--- src/rtl/fle_frac_k_if.sv ---
// Bus bundle for one fracturable logic element: config/scan controls, LUT
// inputs, carry and serial chains, and the two logic outputs.
interface fle_frac_k_if #(
  parameter int K = 4
);
  logic         config_enable;
  logic         Test_en;
  logic [K-1:0] fle_in;
  logic         fle_sc_in;
  logic         fle_cin;
  logic         ccff_head;
  logic [1:0]   fle_out;
  logic         fle_sc_out;
  logic         fle_cout;
  logic         ccff_tail;

  modport master (
    output config_enable, Test_en, fle_in, fle_sc_in, fle_cin, ccff_head,
    input  fle_out, fle_sc_out, fle_cout, ccff_tail
  );

  modport slave (
    input  config_enable, Test_en, fle_in, fle_sc_in, fle_cin, ccff_head,
    output fle_out, fle_sc_out, fle_cout, ccff_tail
  );
endinterface

--- src/rtl/fle_frac_k.sv ---
// Fracturable K-input logic element: splittable LUT, optional full adder,
// two bypassable output flops with scan, and a serial configuration chain.
module fle_frac_k #(
  parameter int K = 4
) (
  input  logic         fle_clk,
  input  logic         fle_reset,
  fle_frac_k_if.slave  bus
);
  localparam int N       = 2**K;
  localparam int H       = N / 2;
  localparam int CFG_LEN = N + 4;

  logic [CFG_LEN-1:0] cfg_reg;
  logic [1:0]         ff_reg;

  logic [N-1:0] truth_tbl;
  logic [H-1:0] tbl_lo;
  logic [H-1:0] tbl_hi;
  logic         frac;
  logic         arith;
  logic [1:0]   byp;
  logic         split;
  logic [K-2:0] low_idx;
  logic         o0;
  logic         o1;
  logic         sum;
  logic [1:0]   d_vec;
  logic [1:0]   out_vec;

  always_ff @(posedge fle_clk or negedge fle_reset) begin
    if (!fle_reset) begin
      cfg_reg <= '0;
    end else if (bus.config_enable) begin
      cfg_reg <= {cfg_reg[CFG_LEN-2:0], bus.ccff_head};
    end
  end

  assign truth_tbl = cfg_reg[N-1:0];
  assign tbl_lo    = truth_tbl[H-1:0];
  assign tbl_hi    = truth_tbl[N-1:H];
  assign frac      = cfg_reg[N];
  assign arith     = cfg_reg[N+1];
  assign byp       = cfg_reg[N+3:N+2];

  // Arithmetic mode needs two independent operands, so it always fractures.
  assign split   = frac | arith;
  assign low_idx = bus.fle_in[K-2:0];
  assign o0      = split ? tbl_lo[low_idx] : truth_tbl[bus.fle_in];
  assign o1      = split ? tbl_hi[low_idx] : truth_tbl[bus.fle_in];

  assign sum          = o0 ^ o1 ^ bus.fle_cin;
  assign bus.fle_cout = arith & ((o0 & o1) | (o0 & bus.fle_cin) | (o1 & bus.fle_cin));
  assign d_vec        = {o1, arith ? sum : o0};

  // Configuration shifting outranks scan; the flops freeze while programming.
  always_ff @(posedge fle_clk or negedge fle_reset) begin
    if (!fle_reset) begin
      ff_reg <= 2'b00;
    end else if (bus.config_enable) begin
      ff_reg <= ff_reg;
    end else if (bus.Test_en) begin
      ff_reg <= {ff_reg[0], bus.fle_sc_in};
    end else begin
      ff_reg <= d_vec;
    end
  end

  generate
    for (genvar gi = 0; gi < 2; gi++) begin : g_out
      assign out_vec[gi] = byp[gi] ? d_vec[gi] : ff_reg[gi];
    end
  endgenerate

  assign bus.fle_out    = out_vec;
  assign bus.fle_sc_out = ff_reg[1];
  assign bus.ccff_tail  = cfg_reg[CFG_LEN-1];
endmodule

--- src/flat_wrapper.sv ---
// flat-port wrapper written by rule: the top's interface ports become plain ports
module fle_frac_k_flat 
#(
  parameter int K = 4
)
  (fle_clk, fle_reset, bus_config_enable, bus_Test_en, bus_fle_in, bus_fle_sc_in, bus_fle_cin, bus_ccff_head, bus_fle_out, bus_fle_sc_out, bus_fle_cout, bus_ccff_tail);
  fle_frac_k_if #(.K(K)) bus_i ();
  input  logic fle_clk;
  input  logic fle_reset;
  input wire logic [$bits(bus_i.config_enable)-1:0] bus_config_enable;
  input wire logic [$bits(bus_i.Test_en)-1:0] bus_Test_en;
  input wire logic [$bits(bus_i.fle_in)-1:0] bus_fle_in;
  input wire logic [$bits(bus_i.fle_sc_in)-1:0] bus_fle_sc_in;
  input wire logic [$bits(bus_i.fle_cin)-1:0] bus_fle_cin;
  input wire logic [$bits(bus_i.ccff_head)-1:0] bus_ccff_head;
  output wire logic [$bits(bus_i.fle_out)-1:0] bus_fle_out;
  output wire logic [$bits(bus_i.fle_sc_out)-1:0] bus_fle_sc_out;
  output wire logic [$bits(bus_i.fle_cout)-1:0] bus_fle_cout;
  output wire logic [$bits(bus_i.ccff_tail)-1:0] bus_ccff_tail;
  assign bus_i.config_enable = bus_config_enable;
  assign bus_i.Test_en = bus_Test_en;
  assign bus_i.fle_in = bus_fle_in;
  assign bus_i.fle_sc_in = bus_fle_sc_in;
  assign bus_i.fle_cin = bus_fle_cin;
  assign bus_i.ccff_head = bus_ccff_head;
  assign bus_fle_out = bus_i.fle_out;
  assign bus_fle_sc_out = bus_i.fle_sc_out;
  assign bus_fle_cout = bus_i.fle_cout;
  assign bus_ccff_tail = bus_i.ccff_tail;
  fle_frac_k #(.K(K)) u_core (.fle_clk(fle_clk), .fle_reset(fle_reset), .bus(bus_i));
endmodule
--- config.mk ---
export PLATFORM = sky130hd
export DESIGN_NAME = fle_frac_k_flat
export DESIGN_NICKNAME = d
export VERILOG_FILES = /design/src/rtl/fle_frac_k_if.sv /design/src/rtl/fle_frac_k.sv /design/src/flat_wrapper.sv
export SDC_FILE = /design/constraint.sdc
export NUM_CORES = 1
export LEC_CHECK = 0
export ABC_CLOCK_PERIOD_IN_PS = 6400
export BUFFER_PORTS_ARGS = -buffer_cell sky130_fd_sc_hd__buf_2
export CAP_MARGIN = 20
export CELL_PAD_IN_SITES_DETAIL_PLACEMENT = 1
export CELL_PAD_IN_SITES_GLOBAL_PLACEMENT = 1
export CORE_AREA = 2 2 53 55
export CTS_CLUSTER_DIAMETER = 40
export DETAILED_ROUTE_END_ITERATION = 8
export DIE_AREA = 0 0 55 57
export PLACE_DENSITY_LB_ADDON = 0.08
export SLEW_MARGIN = 20
export SYNTH_ARGS = -nofsm -noshare
export SYNTH_HDL_FRONTEND = slang
export SYNTH_SLANG_ARGS = --single-unit
--- constraint.sdc ---
create_clock -name fle_clk -period 6.4 [get_ports fle_clk]
set_input_delay 0.64 -clock fle_clk [delete_from_list [all_inputs] [get_ports fle_clk]]
set_output_delay 0.64 -clock fle_clk [all_outputs]
set_load 0.01 [all_outputs]
Word-level counts from Yosys, hierarchy flattened
Cells that the tools add are included.
{ "word_totals": {"register_bits": 22, "out_inout_bits": 5} }
{ "op_classes": {"n_lt_le_gt_ge": 2, "mux": 12, "bitwise_logic": 9} }
{ "op_table": {"columns": ["op", "n"], "rows": [
  ["$mux 1", 8],
  ["$bmux 1 s3", 2],
  ["$lt 4x5->1 const B", 1],
  ["$and 1x1->1", 4],
  ["$bmux 1 s4", 1],
  ["$lt 3x4->1 const B", 1],
  ["$or 1x1->1", 3],
  ["$mux 2", 1],
  ["$xor 1x1->1", 2]
]} }

Depth between registers and ports, before layout
Gate-level depths: netlist (run 1).
{ "depth": {"word_depth": 7, "mapped_depth": 9} }

Worst setup path after synthesis (run 1)
Ideal clock, no wire load.
{ "synth_path": {"path_type": "in2out", "start": "input bus_fle_in[0]", "end": "output bus_fle_out[0]", "arrival_ns": 2.412, "required_time_ns": 5.760, "setup_slack_ns": 3.348, "stages": 9, "path_cell_list": "buf_6 mux2i_1 mux4_2 mux2_4 inv_1 fa_1 nand2b_1 nand2_1 o22ai_1"} }
{ "synth_between": {"elab_chain_len": 7, "elab_cells_between_ends": 12} }
{ "synth_rtl": {"columns": ["element", "line_no", "source"], "rows": [
  ["from (decl)", "flat_wrapper.sv:12", "input wire logic [$bits(bus_i.fle_in)-1:0] bus_fle_in;"],
  ["$bmux 1 s4 (tied with other cells)", "fle_frac_k.sv:49, fle_frac_k.sv:50", null],
  ["$mux 1, on equally long branches (2 in a row)", "fle_frac_k.sv:49, fle_frac_k.sv:50", null],
  ["$xor 1x1->1 (2 in a row)", "fle_frac_k.sv:52", "assign sum = o0 ^ o1 ^ bus.fle_cin;"],
  ["$mux 1 *", "fle_frac_k.sv:54", "assign d_vec = {o1, arith ? sum : o0};"],
  ["$mux 1 *", "fle_frac_k.sv:71", "assign out_vec[gi] = byp[gi] ? d_vec[gi] : ff_reg[gi];"],
  ["to (decl)", "flat_wrapper.sv:16", "output wire logic [$bits(bus_i.fle_out)-1:0] bus_fle_out;"]
]} }
Every way passes the cells marked *; elsewhere a longest branch is shown, timed or not. The select of a mux whose other input is x is not followed.

Final worst setup path (run 1)
Same ends and word-level chain as after synthesis.

==> results of run 1 <==
## cell families after synthesis
group / after synthesis / share of synthesized area, %
muxes: 31 / 33.6
DFF: 22 / 50.8
and+or+nand+nor: 12 / 4.73
AOI/OAI and AO/OA: 10 / 5.89
buffers and inverters: 7 / 3.12
adders and majority gates: 1 / 1.85
## area by class of cell
type	instances	area, um^2
repair buffers	15	75.1
flip-flops and latches	22	551
well taps	31	38.8
inverters	3	11.3
fillers	299	1420
clock buffers	3	22.5
multi-input cells	54	499
## final timing paths
| path | slack [ns] | to | startpoint |
|---|---|---|---|
| setup / recovery | 3.03 | bus_fle_out[0] | bus_fle_in[0] |
| hold / removal | 0.29 | u_core.cfg_reg[3] | fle_reset |
| setup reg to reg | 4.24 | u_core.ff_reg[0] | u_core.cfg_reg[15] |
| hold reg to reg | 0.52 | u_core.ff_reg[0] | u_core.ff_reg[0] |
| max in group asynchronous | 5.78 | u_core.cfg_reg[15] | fle_reset |
| min in group fle_clk | 0.52 | u_core.ff_reg[0] | u_core.ff_reg[0] |
## per-layer routing
layer / routed length, um / vias to the layer above
li1: - / 321
met1: 832 / 342
met2: 939 / 10
met3: 79 / 2
met4: 17 / 0
met5: 0 / -
## cells in the mapped netlist
cell      count  area (um^2)
o21ai_0       1         5.00
mux4_2        2         45.0
nor3_1        1         5.00
and2_1        1         6.26
mux2_4        1         15.0
dfrtp_1      22          551
buf_1         1         3.75
inv_1         3         11.3
fa_1          1         20.0
a21oi_2       2         17.5
a21oi_1       4         20.0
mux2i_1       9         90.1
clkbuf_1      2         7.51
nand2b_1      1         6.26
o21ai_1       1         5.00
mux2_2       19          214
buf_6         1         11.3
a32o_1        1         10.0
o22ai_1       1         6.26
nor2_1        4         15.0
nand2_1       5         18.8
## power by group through the flow
stage	sequential [uW]	combinational, uW	clock [uW]
6_report	236	171	60.8
5_1_grt	248	193	69.0
4_1_cts	237	177	63.4
3_5_place_dp	240	175	0
3_3_place_gp	239	169	0
2_1_floorplan	229	131	0
## critical path, stage by stage
cell and delay (ns):
buf_2 0.22, mux2i_1 0.12, mux4_2 0.51, mux2_4 0.31
inv_1 0.08, fa_1 0.40, nand2b_1 0.17, nand2_1 0.08
o22ai_1 0.06, buf_2 0.14
## stage by stage
stage | utilization (%) | worst slack, ns
final | 45.8 | 3.03
after floorplan | - | 3.35
after global routing | 45.8 | 2.91
after detailed placement | 44.9 | 3.01
after global placement | 44.9 | 3.05
after CTS | 45.8 | 3.00
==> run_results.csv, run 1 <==
group,metric,value,unit
status,run_status,"complete, no violations",
global_route,grt_use_met3,3.66,%
placed_design,placed_area,1170,um^2
detailed_routing,drc,0,
global_route,grt.total_usage,14.5,%
cts,cts_root_buffer,"clkbuf_4",
power,swShare,33.4,%
die,ios,16,
synth,ys_warn_count,0,
final_layout,drive_gt1_share,43.3,%
critical_path,path_class,"input port to output port",
power,p_seq_share,50.4,%
flow_run,drv_cap,0,
cts,clock_sinks,22,
critical_path,end_kind,"output port",
global_route,grtUsageMet1,18.4,%
global_route,grt_max_degree,27,
die,core_region_area,2620,um^2
cts,h-tree-depth,1,
synth,syn_inst,83,
detailed_routing,vias,675,
cts,post_cts_resized,0,
synth,synth_area,1080,um^2
critical_path,crit_path_max_fanout,8,
final_layout,final_cells,128,
sta,hold_violations,0,
final_layout,area_growth,10.5,%
sta,hold_ws,0.290,ns
critical_path,worstRegToRegCells,8,
sta,slew_viol_final,0,
die,die_area,3140,um^2
detailed_routing,finalWirelength,1870,um
final_layout,largest_reg_flops,20,
placed_design,io_buffers,15,
cts,ctsLongestPathBuffers,2,
global_route,gr-usage-met2,24.1,%
power,ir_drop,192,uV
global_route,grt_pass1_vias,733,
cts,cts_hold_buf,0,
global_route,antenna_found_initial,0,
synth,ys_ff_latch,22,
power,switchingPower,157,uW
placed_design,dp_hpwl,1410,um
power,leakagePower,0.000556,uW
cts,post-cts-setup-buffers,0,
sta,fmax,297,MHz
detailed_routing,drt_iter0_markers,8,
sta,rsz0062_at_grt,"no",
detailed_routing,ant_nets,0,
cts,worst_skew_pair.late_latency,0.29,ns
cts,cts_buffers,3,
detailed_routing,dr.pass1.iters,2,
global_route,grt_pass1_wl,3310,um
placed_design,place_inst,125,
min_path,min_path_type,"input port to asynchronous set/reset pin",
sta,clock_skew,0.00164,ns
detailed_routing,wl_per_cell,14.6,um
final_layout,nNetsFinal,111,
die,start_util,41.4,%
die,rows,19,
detailed_routing,avgViaCountPerCell,5.27,
synth,syn_area_per_cell,13.1,um^2
sta,setup_violations,0,
cts,path_clk_slew,0.11,ns
critical_path,cp.arrival,2.73,ns
sta,slew_headroom,65.1,%
power,power_frac_clock,13.0,%
final_layout,diodes,0,
sta,setup_tns,0,ns
sta,finalCriticalPeriod,3.37,ns
power,p_int,312,uW
synth,syn_nets,95,
cts,cts_tree,"done",
sta,worst_pin_slew,0.524,ns
die,die_h,57,um
global_route,grt-busiest-layer,"met2",
final_layout,layout_commonest_cell,"dfrtp_1",
synth,synth_cell_types,21,
synth,synth_seq_area_share,50.8,%
final_layout,layout_common_cells,"dfrtp_1, mux2_2, buf_2, mux2i_1, nand2_1",
die,dieWidth,55,um
critical_path,start_kind,"input port",
placed_design,place_congestion,0.632,
final_layout,final_area,1200,um^2
power,power,468,uW
global_route,overflow,0,
power,combPwrFrac,36.6,%
power,powerDensity,391,nW/um^2
sta,fin_crit_sh,52.6,%
critical_path,cp.required,5.76,ns
(Power assumes the default switching activity.)
==> run 2, diff against run 1 <==
- ABC_CLOCK_PERIOD_IN_PS: 6400 -> 3000
- CORE_AREA: 2 2 53 55 -> 2 2 77 42
- DIE_AREA: 0 0 55 57 -> 0 0 79 44
- clock period: 6.4 -> 3 ns (I/O delays scaled with it)
==> run_results.csv, run 2 (same netlist as run 1, synthesis figures left out) <==
group,metric,value,unit
placed_design,dp_hpwl,1550,um
sta,slew_viol_final,0,
sta,finalCriticalPeriod,2.78,ns
die,die_area,3480,um^2
power,combPwrFrac,35.0,%
flow_run,drv_cap,0,
detailed_routing,finalWirelength,2090,um
final_layout,largest_reg_flops,20,
final_layout,diodes,0,
sta,hold_ws,-0.00770,ns
cts,post_cts_resized,0,
die,ios,16,
power,switchingPower,359,uW
placed_design,io_buffers,15,
final_layout,n_fill_cell,322,
die,start_util,38.2,%
cts,clock_sinks,22,
critical_path,path_class,"flop to output port",
final_layout,nNetsFinal,111,
power,swShare,33.7,%
power,p_seq_share,48.0,%
sta,hold_violations,22,
placed_design,place_congestion,0.715,
cts,post-cts-setup-buffers,0,
power,power_frac_clock,17.0,%
global_route,grt_pass1_wl,3760,um
die,rows,14,
min_path,min_path_type,"input port to asynchronous set/reset pin",
status,violations,"negative hold slack",
sta,fmax,359,MHz
critical_path,cp.required,2.70,ns
cts,cts_tree,"done",
sta,setup_tns,0,ns
power,powerDensity,870,nW/um^2
sta,setup_violations,0,
global_route,overflow,0,
placed_design,pre_cts_ws,0.289,ns
sta,clock_skew,0.00147,ns
critical_path,cp.arrival,2.48,ns
die,dieWidth,79,um
detailed_routing,wl_per_cell,15.2,um
final_layout,drive_gt1_share,43.3,%
global_route,grt.total_usage,14.7,%
detailed_routing,avgViaCountPerCell,4.82,
critical_path,crit_path_max_fanout,3,
placed_design,place_inst,134,
final_layout,multiInputGateArea,499,um^2
final_layout,layout_commonest_cell,"dfrtp_1",
power,ir_drop,257,uV
die,die_h,44,um
cts,cts_buffers,3,
critical_path,end_kind,"output port",
final_layout,ff_latch_area,551,um^2
final_layout,area_growth,13.3,%
die,core_region_area,2840,um^2
detailed_routing,drc,0,
sta,slew_headroom,64.9,%
sta,setup_ws,0.216,ns
final_layout,layout_common_cells,"dfrtp_1, mux2_2, buf_2, mux2i_1, nand2_1",
global_route,grt_max_degree,27,
cts,ctsLongestPathBuffers,2,
detailed_routing,ant_nets,0,
critical_path,start_kind,"flop",
cts,cts_hold_buf,0,
cts,cts_root_buffer,"clkbuf_8",
sta,fin_crit_sh,92.8,%
power,p_int,708,uW
power,leakagePower,0.000564,uW
detailed_routing,drt_iter0_markers,24,
cts,worst_skew_pair.late_latency,0.26,ns
status,run_status,"finished with violations",
global_route,grt_pass1_vias,705,
detailed_routing,dr.pass1.iters,2,
detailed_routing,vias,661,
final_layout,final_cells,137,
cts,h-tree-depth,1,
sta,rsz0062_at_grt,"no",
cts,path_clk_slew,0.08,ns
sta,worst_pin_slew,0.526,ns
global_route,antenna_found_initial,0,
==> run 2: cell counts in the layout (fill, tap and decap cells not counted) <==
No cell type changed its count.
==> run 2: worst paths after layout <==
check	slack [ns]	endpoint	depth (start not counted)	startpoint
worst max-delay path	0.22	bus_fle_out[0]	9	u_core.cfg_reg[12]
worst min-delay path	-0.008	u_core.cfg_reg[3]	1	fle_reset
worst max register to register	0.82	u_core.ff_reg[0]	8	u_core.cfg_reg[12]
worst min register to register	0.51	u_core.ff_reg[0]	2	u_core.ff_reg[0]
max in group asynchronous	2.67	u_core.cfg_reg[7]	1	fle_reset
min in group fle_clk	0.27	u_core.cfg_reg[0]	2	bus_ccff_head
==> run 2: final cells by class <==
| type | count | area share, % |
|---|---|---|
| clock buffers | 3 | 3.36 |
| well taps | 40 | 4.08 |
| repair buffers | 15 | 6.12 |
| multi-input cells | 54 | 40.7 |
| inverters | 3 | 0.917 |
| flip-flops and latches | 22 | 44.9 |
==> run 2: critical path, stage by stage (launching register included) <==
cell,delay [ns]
dfrtp_1,0.38
mux2i_1,0.10
mux4_2,0.51
mux2_4,0.32
inv_1,0.07
fa_1,0.39
nand2b_1,0.17
nand2_1,0.08
o22ai_1,0.06
buf_2,0.14
==> run 2: per-layer routing <==
metal  up-vias  track usage (%)  routed length [um]
met3         2             5.00                  59
met2         6             19.7                 870
met5         -                0                   0
met1       331             22.9                1150
li1        322                -                   -
met4         0             3.10                  10
==> run 2: per-stage QoR <==
step	hold WS [ns]	cell area (um^2)	power [uW]	utilization, %
after floorplan	0.00441	1080	768	-
after global placement	0.292	1190	883	41.8
after detailed placement	0.297	1190	897	41.8
after CTS	0.00799	1230	1080	43.3
after global routing	0.0341	1230	1160	43.3
final	-0.00770	1230	1070	43.3
==> run 2: power by group through the flow <==
stage	clock (uW)	sequential [uW]	combinational (uW)
final	181	513	374
after global routing	204	539	421
after CTS	192	512	381
after detailed placement	0	519	378
after global placement	0	522	360
after floorplan	0	488	279
==> run 3, diff against run 2 <==
- ABC_CLOCK_PERIOD_IN_PS: 3000 -> 3200
- CORE_AREA: 2 2 77 42 -> 2 2 53 55
- DIE_AREA: 0 0 79 44 -> 0 0 55 57
- clock period: 3 -> 3.2 ns (I/O delays scaled with it)
==> run_results.csv, run 3 (same netlist as run 1, synthesis figures left out) <==
group,metric,value,unit
critical_path,reg2reg_setup_slack,1.05,ns
sta,slew_viol_final,0,
cts,path_clk_slew,0.11,ns
final_layout,nNetsFinal,112,
detailed_routing,avgViaCountPerCell,5.29,
sta,rsz0062_at_grt,"no",
critical_path,cp.arrival,2.49,ns
global_route,overflow,0,
die,dieWidth,55,um
critical_path,worstRegToRegCells,8,
placed_design,pre_cts_ws,0.486,ns
sta,hold_ws,0.256,ns
detailed_routing,finalWirelength,1820,um
cts,h-tree-depth,1,
die,rows,19,
global_route,grt_pass1_wl,3250,um
die,die_area,3140,um^2
global_route,grt_max_degree,27,
critical_path,end_kind,"output port",
critical_path,crit_path_max_fanout,3,
detailed_routing,wl_per_cell,14.1,um
detailed_routing,ant_nets,0,
final_layout,layout_commonest_cell,"dfrtp_1",
cts,cts_hold_buf,1,
placed_design,place_congestion,0.638,
min_path,hp-start,"bus_ccff_head",
sta,setup_ws,0.388,ns
critical_path,start_kind,"flop",
sta,finalCriticalPeriod,2.81,ns
placed_design,dp_hpwl,1390,um
sta,fmax,356,MHz
final_layout,layout_common_cells,"dfrtp_1, mux2_2, buf_2, mux2i_1, nand2_1",
critical_path,r2r_start,"u_core.cfg_reg[15]",
status,run_status,"complete, no violations",
sta,setup_tns,0,ns
sta,clock_skew,0.00113,ns
global_route,grt.total_usage,14.0,%
power,leakagePower,0.000561,uW
sta,worst_pin_slew,0.529,ns
final_layout,drive_gt1_share,42.9,%
cts,cts_root_buffer,"clkbuf_4",
critical_path,cp.required,2.88,ns
min_path,min_delay_path_depth,2,
cts,post-cts-setup-buffers,0,
cts,cts_buffers,3,
power,powerDensity,771,nW/um^2
final_layout,area_growth,11.4,%
placed_design,io_buffers,15,
final_layout,diodes,0,
cts,worst_skew_pair.late_latency,0.29,ns
critical_path,rr_endpoint,"u_core.ff_reg[0]",
die,start_util,41.4,%
sta,setup_violations,0,
cts,post_cts_resized,0,
final_layout,final_area,1210,um^2
detailed_routing,drt_iter0_markers,6,
min_path,hold_end,"u_core.cfg_reg[0]",
detailed_routing,drc,0,
global_route,antenna_found_initial,0,
power,ir_drop,388,uV
die,core_region_area,2620,um^2
min_path,min_path_type,"input port to flop",
detailed_routing,dr.pass1.iters,2,
final_layout,fin_util,46.2,%
flow_run,drv_cap,0,
sta,fin_crit_sh,87.9,%
final_layout,largest_reg_flops,20,
cts,cts_tree,"done",
sta,slew_headroom,64.7,%
critical_path,path_class,"flop to output port",
cts,ctsLongestPathBuffers,2,
sta,hold_violations,0,
cts,clock_sinks,22,
die,ios,16,
detailed_routing,vias,683,
global_route,grt_pass1_vias,747,
die,die_h,57,um
placed_design,placed_area,1170,um^2
## run 3: changes by cell type in the layout (fill, tap and decap cells not counted), sizes merged
cell         previous run  this run
dlygate4sd3             0         1
## run 3: layer usage
metal / vias up / share of wire [%] / global-route usage (%)
li1: 326 / - / -
met1: 345 / 43 / 17.1
met2: 10 / 52 / 23.3
met3: 2 / 4.4 / 3.66
met4: 0 / 0.94 / 5.23
met5: - / 0 / 0
## run 3: metrics by stage
step           power, uW  std cells
3_5_place_dp         830        125
2_1_floorplan        720         83
4_1_cts              948        129
6_report             931        129
5_1_grt             1020        129
3_3_place_gp         813        125
## run 3: final cells by class
cell class / count / area [um^2]
fill: 275 / 1410
sequential: 22 / 551
multi-input combinational: 54 / 499
timing repair buffer: 16 / 85.1
tap: 31 / 38.8
clock buffer: 3 / 22.5
inverter: 3 / 11.3
## run 3: worst max-delay path by stage
stage / from / to / slack, ns / cells past startpoint
2_1_floorplan: bus_fle_in[0] / bus_fle_out[0] / 0.79 / 9
3_3_place_gp: bus_fle_in[0] / bus_fle_out[0] / 0.52 / 10
3_5_place_dp: bus_fle_in[0] / bus_fle_out[0] / 0.49 / 10
4_1_cts: u_core.cfg_reg[15] / bus_fle_out[0] / 0.36 / 9
5_1_grt: u_core.cfg_reg[15] / bus_fle_out[0] / 0.23 / 9
6_report: u_core.cfg_reg[15] / bus_fle_out[0] / 0.39 / 9
## run 3: critical path, stage by stage, from the launching register on
cell and delay, ns:
dfrtp_1 0.39, mux2i_1 0.09, mux4_2 0.50, mux2_4 0.31, inv_1 0.07, fa_1 0.39, nand2b_1 0.17, nand2_1 0.08
o22ai_1 0.06, buf_2 0.14
## run 3: where the power goes
group	switching, uW	internal, uW
Combinational	144	195
Sequential	89.0	385
Clock	73.9	43.7
Total	307	624
